**src/rtl/kv_pkg.sv**
```systemverilog
// rtl/kv_pkg.sv - shared KV descriptor fields, header layout and opcode/status codes
package kv_pkg;

  localparam logic [7:0]  OP_SET    = 8'h01;
  localparam logic [7:0]  OP_GET    = 8'h02;

  localparam logic [7:0]  ST_HIT    = 8'h00;
  localparam logic [7:0]  ST_MISS   = 8'h01;

  localparam logic [15:0] MAGIC     = 16'hFFFF;
  localparam int          HDR_BYTES = 16;

  // Header bit offsets inside the 128-bit request/response header
  localparam int HDR_NET_LSB    = 64;
  localparam int HDR_OP_LSB     = 56;
  localparam int HDR_STATUS_LSB = 48;
  localparam int HDR_TOTLEN_LSB = 32;
  localparam int HDR_MAGIC_LSB  = 0;

  // Descriptor layout shared with the request parser (MSB first)
  typedef struct packed {
    logic [7:0]  opcode;
    logic [7:0]  keylen;
    logic [15:0] vallen;
    logic [63:0] net_meta;
  } kv_meta_t;

  // Response header: totlen reports the value length only for a GET that hit
  function automatic logic [127:0] build_header(input kv_meta_t m, input logic hit);
    logic [127:0] h;
    h = '0;
    h[HDR_NET_LSB +: 64]    = m.net_meta;
    h[HDR_OP_LSB +: 8]      = m.opcode;
    h[HDR_STATUS_LSB +: 8]  = hit ? ST_HIT : ST_MISS;
    h[HDR_TOTLEN_LSB +: 16] = (m.opcode == OP_GET && hit) ? m.vallen : 16'h0000;
    h[HDR_MAGIC_LSB +: 16]  = MAGIC;
    return h;
  endfunction

  // Byte-enable mask with the low nbytes lanes set (nbytes in 1..64)
  function automatic logic [63:0] keep_mask(input logic [6:0] nbytes);
    logic [63:0] m;
    if (nbytes >= 7'd64) begin
      m = '1;
    end else begin
      m = (64'd1 << nbytes) - 64'd1;
    end
    return m;
  endfunction

endpackage

```
**src/rtl/axis_out_reg.sv**
```systemverilog
// rtl/axis_out_reg.sv - single-stage AXI-Stream output register with advance logic
module axis_out_reg #(
  parameter int DATA_WIDTH = 512,
  parameter int KEEP_WIDTH = DATA_WIDTH / 8
) (
  input  logic                  clk,
  input  logic                  rst_n,
  input  logic                  load,
  input  logic [DATA_WIDTH-1:0] load_data,
  input  logic [KEEP_WIDTH-1:0] load_keep,
  input  logic                  load_last,
  output logic                  adv,
  output logic [DATA_WIDTH-1:0] m_axis_tdata,
  output logic [KEEP_WIDTH-1:0] m_axis_tkeep,
  output logic                  m_axis_tlast,
  output logic                  m_axis_tvalid,
  input  logic                  m_axis_tready
);

  // The register may take a new beat when it is empty or its beat leaves this cycle
  assign adv = !m_axis_tvalid || m_axis_tready;

  // Load a new beat on advance; otherwise hold the pending beat unchanged
  always_ff @(posedge clk) begin
    if (!rst_n) begin
      m_axis_tvalid <= 1'b0;
      m_axis_tdata  <= '0;
      m_axis_tkeep  <= '0;
      m_axis_tlast  <= 1'b0;
    end else if (adv) begin
      m_axis_tvalid <= load;
      if (load) begin
        m_axis_tdata <= load_data;
        m_axis_tkeep <= load_keep;
        m_axis_tlast <= load_last;
      end
    end
  end

endmodule

```
**src/rtl/kv_response_builder.sv**
```systemverilog
// rtl/kv_response_builder.sv - merges descriptor, result and value stream into one response packet
module kv_response_builder
  import kv_pkg::*;
#(
  parameter int DATA_WIDTH = 512,
  parameter int META_WIDTH = 96
) (
  input  logic                    clk,
  input  logic                    rst_n,
  input  logic [META_WIDTH-1:0]   s_meta_data,
  input  logic                    s_meta_valid,
  output logic                    s_meta_ready,
  input  logic                    s_res_hit,
  input  logic                    s_res_valid,
  output logic                    s_res_ready,
  input  logic [DATA_WIDTH-1:0]   s_value_data,
  input  logic                    s_value_last,
  input  logic                    s_value_valid,
  output logic                    s_value_ready,
  output logic [DATA_WIDTH-1:0]   m_axis_tdata,
  output logic [DATA_WIDTH/8-1:0] m_axis_tkeep,
  output logic                    m_axis_tlast,
  output logic                    m_axis_tvalid,
  input  logic                    m_axis_tready,
  output logic                    m_err_len
);

  localparam int KEEP_WIDTH  = DATA_WIDTH / 8;
  localparam int CARRY_WIDTH = HDR_BYTES * 8;
  localparam int BODY_WIDTH  = DATA_WIDTH - CARRY_WIDTH;

  localparam logic [1:0] IDLE  = 2'd0;
  localparam logic [1:0] HDR   = 2'd1;
  localparam logic [1:0] VALUE = 2'd2;
  localparam logic [1:0] TAIL  = 2'd3;

  localparam logic [KEEP_WIDTH-1:0] HDR_KEEP = {{(KEEP_WIDTH-HDR_BYTES){1'b0}}, {HDR_BYTES{1'b1}}};

  logic [1:0]             state;
  logic [CARRY_WIDTH-1:0] carry;
  logic [13:0]            beat_cnt;
  logic [13:0]            last_idx;
  logic                   tail_q;
  logic [KEEP_WIDTH-1:0]  last_keep;
  logic                   err_q;

  logic                   adv;
  logic                   load;
  logic [DATA_WIDTH-1:0]  load_data;
  logic [KEEP_WIDTH-1:0]  load_keep;
  logic                   load_last;

  kv_meta_t    meta_in;
  logic        value_pkt_in;
  logic [16:0] in_words;
  logic [16:0] out_words;
  logic [13:0] in_beats;
  logic [13:0] out_beats;
  logic        tail_in;
  logic [19:0] byte_total;
  logic [19:0] byte_m1;
  logic [6:0]  last_bytes;
  logic        accept;
  logic        value_hs;
  logic        counted_last;
  logic        early_last;
  logic        unused_bits;

  // Decode the offered descriptor so everything needed later is latched at acceptance
  assign meta_in      = s_meta_data;
  assign value_pkt_in = (meta_in.opcode == OP_GET) && s_res_hit && (meta_in.vallen != 16'h0000);
  assign in_words     = {1'b0, meta_in.vallen} + 17'd7;
  assign out_words    = {1'b0, meta_in.vallen} + 17'd9;
  assign in_beats     = in_words[16:3];
  assign out_beats    = out_words[16:3];
  assign tail_in      = (out_beats != in_beats);
  assign byte_total   = 20'(HDR_BYTES) + {1'b0, meta_in.vallen, 3'b000};
  assign byte_m1      = byte_total - 20'd1;
  assign last_bytes   = {1'b0, byte_m1[5:0]} + 7'd1;
  assign unused_bits  = ^{meta_in.keylen, OP_SET, in_words[2:0], out_words[2:0], byte_m1[19:6]};

  assign accept        = (state == IDLE) && s_meta_valid && s_res_valid && adv;
  assign s_meta_ready  = accept;
  assign s_res_ready   = accept;
  assign s_value_ready = (state == VALUE) && adv;
  assign value_hs      = s_value_ready && s_value_valid;
  assign counted_last  = (beat_cnt == last_idx);
  assign early_last    = s_value_last && !counted_last;
  assign m_err_len     = err_q;

  // Select the beat offered to the output register for the current state
  always_comb begin
    load      = 1'b0;
    load_data = '0;
    load_keep = '1;
    load_last = 1'b0;
    case (state)
      HDR, TAIL: begin
        load      = adv;
        load_data = {{BODY_WIDTH{1'b0}}, carry};
        load_keep = HDR_KEEP;
        load_last = 1'b1;
      end
      VALUE: begin
        load      = value_hs;
        load_data = {s_value_data[BODY_WIDTH-1:0], carry};
        load_last = early_last || (counted_last && !tail_q);
        load_keep = (counted_last && !tail_q) ? last_keep : '1;
      end
      default: begin
        load = 1'b0;
      end
    endcase
  end

  // Packet sequencing: latch the request, walk the value beats, emit the tail when needed
  always_ff @(posedge clk) begin
    if (!rst_n) begin
      state     <= IDLE;
      carry     <= '0;
      beat_cnt  <= '0;
      last_idx  <= '0;
      tail_q    <= 1'b0;
      last_keep <= '0;
      err_q     <= 1'b0;
    end else begin
      err_q <= 1'b0;
      case (state)
        IDLE: begin
          if (accept) begin
            carry     <= build_header(meta_in, s_res_hit);
            beat_cnt  <= '0;
            last_idx  <= in_beats - 14'd1;
            tail_q    <= tail_in;
            last_keep <= keep_mask(last_bytes);
            state     <= value_pkt_in ? VALUE : HDR;
          end
        end
        HDR: begin
          if (adv) state <= IDLE;
        end
        VALUE: begin
          if (value_hs) begin
            carry    <= s_value_data[DATA_WIDTH-1:BODY_WIDTH];
            beat_cnt <= beat_cnt + 14'd1;
            if (early_last) begin
              err_q <= 1'b1;
              state <= IDLE;
            end else if (counted_last) begin
              err_q <= !s_value_last;
              state <= tail_q ? TAIL : IDLE;
            end
          end
        end
        TAIL: begin
          if (adv) state <= IDLE;
        end
        default: state <= IDLE;
      endcase
    end
  end

  axis_out_reg #(
    .DATA_WIDTH (DATA_WIDTH),
    .KEEP_WIDTH (KEEP_WIDTH)
  ) u_out (
    .clk           (clk),
    .rst_n         (rst_n),
    .load          (load),
    .load_data     (load_data),
    .load_keep     (load_keep),
    .load_last     (load_last),
    .adv           (adv),
    .m_axis_tdata  (m_axis_tdata),
    .m_axis_tkeep  (m_axis_tkeep),
    .m_axis_tlast  (m_axis_tlast),
    .m_axis_tvalid (m_axis_tvalid),
    .m_axis_tready (m_axis_tready)
  );

endmodule

```
**config.mk**
```make
export PLATFORM = sky130hd
export DESIGN_NAME = kv_response_builder
export DESIGN_NICKNAME = d
export VERILOG_FILES = /design/src/rtl/kv_pkg.sv /design/src/rtl/axis_out_reg.sv /design/src/rtl/kv_response_builder.sv
export SDC_FILE = /design/constraint.sdc
export NUM_CORES = 1
export LEC_CHECK = 0
export ABC_AREA = 1
export CAP_MARGIN = 20
export CORE_AREA = 2 2 461 463
export CTS_BUF_LIST = sky130_fd_sc_hd__clkbuf_16
export CTS_CLUSTER_DIAMETER = 120
export DETAILED_ROUTE_END_ITERATION = 12
export DIE_AREA = 0 0 463 465
export DONT_BUFFER_PORTS = 1
export GPL_ROUTABILITY_DRIVEN = 0
export GPL_TIMING_DRIVEN = 1
export PLACE_DENSITY = 0.34
export SYNTH_ARGS = -nofsm -noshare
export SYNTH_HDL_FRONTEND = slang
export SYNTH_SLANG_ARGS = --single-unit
```
**constraint.sdc**
```tcl
create_clock -name clk -period 2.6 [get_ports clk]
set_input_delay 0.52 -clock clk [delete_from_list [all_inputs] [get_ports clk]]
set_output_delay 0.52 -clock clk [all_outputs]
set_load 0.01 [all_outputs]
```
==> impl_metrics.csv <==
group,metric,value,unit
worst_setup_path,reg2reg_depth,11,
run,maxCapViolCount,0,
floorplan,die_area,215000,um^2
worst_setup_path,worstSetupPathType,"reg2reg",
routing,firstDrtPassIters,5,
yosys,syn-instance-count,3535,
yosys,async_reset_ff_frac,0,
place,numPortBuffers,0,
place,dp_cells,6145,
layout,drive_gt1_frac,0.0602,
routing,vias,26800,
power_and_ir_drop,power.share.clock,0.289,
clocking,clk_pin_slew,60,ps
timing,final.period_utilization,0.956,
yosys,syn_nets,4166,
global_routing,grt_antenna_before_repair,138,
global_routing,grt_pass1_vias,26000,
floorplan,io_pins,1198,
place,dpl.hpwl,126000,um
timing,setup_tns,0,ps
worst_setup_path,path_max_fanout,18,
yosys,synth_top_flop_cell,"dfxtp_1",
power_and_ir_drop,intPower,24.4,mW
routing,routed_wl,163000,um
timing,finalClockSkew,35.3,ps
worst_setup_path,crit-reg2reg-capture,"carry[63]$_SDFFE_PN0P_",
worst_setup_path,worstSetupEndpointType,"flop",
run_status,outcome,"complete, no violations",
routing,drt_iter0_drc,1511,
yosys,ys_warn_count,0,
worst_setup_path,reg2reg_slack,110,ps
power_and_ir_drop,switchingPower,15.6,mW
yosys,synth_edf_count,0,
yosys,avgSynthCellArea,7.57,um^2
worst_setup_path,arrival,3120,ps
layout,final_area,38600,um^2
clocking,clock_latency,700,ps
yosys,syn-cell-area,26700,um^2
routing,viasPerCell,3.88,
clocking,numClockSinks,702,
power_and_ir_drop,switching_share,0.389,
yosys,yosys.area.top_type,"dfxtp_1",
power_and_ir_drop,power_leakage,13.6,nW
layout,postLayoutCoreUtil,0.183,
global_routing,grtUsageTotal,0.143,
yosys,synth_cell_types,42,
yosys,ys_ff_latch,702,
layout,instances_no_fill,6909,
power_and_ir_drop,power_frac_comb,0.310,
power_and_ir_drop,ir_worst_vdd,0.659,mV
worst_hold_path,hold_depth,2,
clocking,clockBufferDepth,3,
floorplan,die_x,463,um
worst_setup_path,critPathLaunchType,"flop",
yosys,yosysTopAreaCellShare,0.525,
routing,routedWlPerCell,23.5,um
timing,relSlewSlack,0.410,
timing,hold_viol,0,
yosys,synth_commonest_cells,"nand2_1, dfxtp_1, a21oi_1",
floorplan,initial_core_util,0.127,
place,dpl_cell_area,29900,um^2
layout,areaGrowthSynthToFinish,44.2,%
layout,fillers,23900,
layout,fin_nets,4628,
timing,worst_pin_slew,884,ps
global_routing,overflow,0,
timing,max_freq,402,MHz
floorplan,row_count,169,
worst_hold_path,min_to,"u_out.m_axis_tdata[30]$_SDFFE_PN0P_",
worst_hold_path,hold_path_class,"in2reg",
routing,drt.antenna.violating_nets,0,
clocking,cts_root_buffer,"clkbuf_16",
timing,min_period,2490,ps
clocking,tritoncts,"yes",
yosys,synth_top_cells_by_area,"dfxtp_1, nand2_1, a21oi_1, nor2_1, o21ai_0",
global_routing,grt_pass1_wl,217000,um
clocking,cts_buffers,89,
routing,drc,0,
floorplan,dieHeight,465,um
power_and_ir_drop,p_seq_frac,0.400,
global_routing,grt_max_degree,129,
worst_setup_path,r2r-start,"state[1]$_SDFFE_PN0P_",
timing,setup_viol,0,
floorplan,core_area,211000,um^2
yosys,seq_area_frac_synth,0.525,
yosys,synth_most_common_cell,"nand2_1",
clocking,cts.htree.levels,3,
worst_hold_path,worstHoldStart,"rst_n",
timing,final_max_slew_viol_count,0,
power_and_ir_drop,powerDensity,1040,nW/um^2
worst_setup_path,cp_data_required_time,3240,ps
[worst max-delay path, stage by stage (launching register included)]
cell and delay (ps):
dfxtp_1 330, buf_4 170, nor2_4 130, nand4_4 110
nand2_1 170, nand3_4 140, clkinv_8 130, buf_16 170
buf_12 170, o21ai_0 80, a31oi_1 180, dlygate4sd3_1 590
[final cells by class]
| cell class | count | area (um^2) | share of cell area |
|---|---|---|---|
| multi-input combinational | 2444 | 10900 | 0.283 |
| tap | 2821 | 3530 | 0.0915 |
| clock buffer | 91 | 2280 | 0.0590 |
| inverter | 88 | 363 | 0.00941 |
| timing repair buffer | 672 | 7020 | 0.182 |
| antenna | 32 | 80.1 | 0.00208 |
| clock inverter | 59 | 349 | 0.00905 |
| sequential | 702 | 14100 | 0.364 |
[power groups by stage]
stage / logic [mW] / registers, mW / clock network [mW]
global route: 13.8 / 16.3 / 12.5
CTS: 12.0 / 16.2 / 12.1
floorplan: 7.12 / 15.0 / 0
finish: 12.4 / 16.0 / 11.6
detailed placement: 10.1 / 16.4 / 0
global placement: 10.0 / 16.4 / 0
[flip-flops by register name (all words and copies together), names as in the netlist]
name / count
last_idx: 14
last_keep: 14
carry: 128
tail_q: 1
u_out.m_axis_tkeep: 14
state: 2
u_out.m_axis_tlast: 1
u_out.m_axis_tvalid: 1
beat_cnt: 14
m_err_len: 1
u_out.m_axis_tdata: 512
[cells by family after synthesis]
family	synth area share
simple gates	0.232
compound gates	0.164
flops	0.525
buf+inv	0.0677
fa+ha+maj	0.00702
xor+xnor	0.00360
[metal layers]
| metal | global-route usage | part of all wire | routed length [um] | up-vias |
|---|---|---|---|---|
| li1 | - | - | - | 12500 |
| met1 | 0.157 | 0.38 | 61700 | 12600 |
| met2 | 0.243 | 0.47 | 77000 | 1297 |
| met3 | 0.0676 | 0.11 | 17800 | 335 |
| met4 | 0.0456 | 0.035 | 5700 | 70 |
| met5 | 0 | 0.0027 | 443 | - |
[layout by cell type (no fill, tap or decap), drive strengths merged, types with 5 or more instances in the layout]
| master | Yosys | layout |
|---|---|---|
| clkinv | 2 | 32 |
| dlygate4sd3 | 0 | 569 |
| a211oi | 5 | 5 |
| buf | 151 | 100 |
| o21ai | 262 | 262 |
| nand4 | 18 | 18 |
| a31oi | 96 | 96 |
| xnor2 | 5 | 5 |
| a21oi | 453 | 453 |
| nor2 | 314 | 314 |
| nor3 | 9 | 9 |
| xor2 | 6 | 6 |
| ha | 15 | 15 |
| o22ai | 5 | 5 |
| nand2 | 1140 | 1140 |
| o211ai | 5 | 5 |
| nand3 | 89 | 89 |
| dfxtp | 702 | 702 |
| clkbuf | 150 | 94 |
| a221oi | 5 | 5 |
| diode | 0 | 32 |
| inv | 86 | 111 |
[through the flow]
stage / power, mW / hold WS [ps] / worst slack, ps
detailed placement: 26.5 / 454 / 190
finish: 40.0 / 60.6 / 115
global route: 42.6 / 14.6 / -15.9
global placement: 26.4 / 450 / 164
CTS: 40.3 / 0.00766 / 14.2
floorplan: 22.1 / 427 / 447
[what timing repair did]
item                                    4_1_cts  5_1_grt
setup buffers                                 1        6
hold endpoints to repair                    566        0
hold buffers                                572        0
gates resized for setup                       2        7
endpoints found under the setup margin        2       75
pin swaps                                     1        0
cloned                                        0        3
[how the worst max path moves through the flow]
| stage | startpoint | slack (ps) | end | depth (start not counted) |
|---|---|---|---|---|
| after CTS | state[0]$_SDFFE_PN0P_ | 10 | carry[32]$_SDFFE_PN0P_ | 11 |
| after floorplan | s_meta_data[65] | 450 | last_idx[10]$_SDFFE_PN0P_ | 17 |
| final | state[1]$_SDFFE_PN0P_ | 110 | carry[63]$_SDFFE_PN0P_ | 11 |
| after global placement | s_meta_data[65] | 160 | last_idx[12]$_SDFFE_PN0P_ | 16 |
| after detailed placement | s_meta_data[65] | 190 | last_idx[13]$_SDFFE_PN0P_ | 13 |
| after global routing | state[1]$_SDFFE_PN0P_ | -20 | carry[63]$_SDFFE_PN0P_ | 11 |
Power figures use the tool's default switching activity.
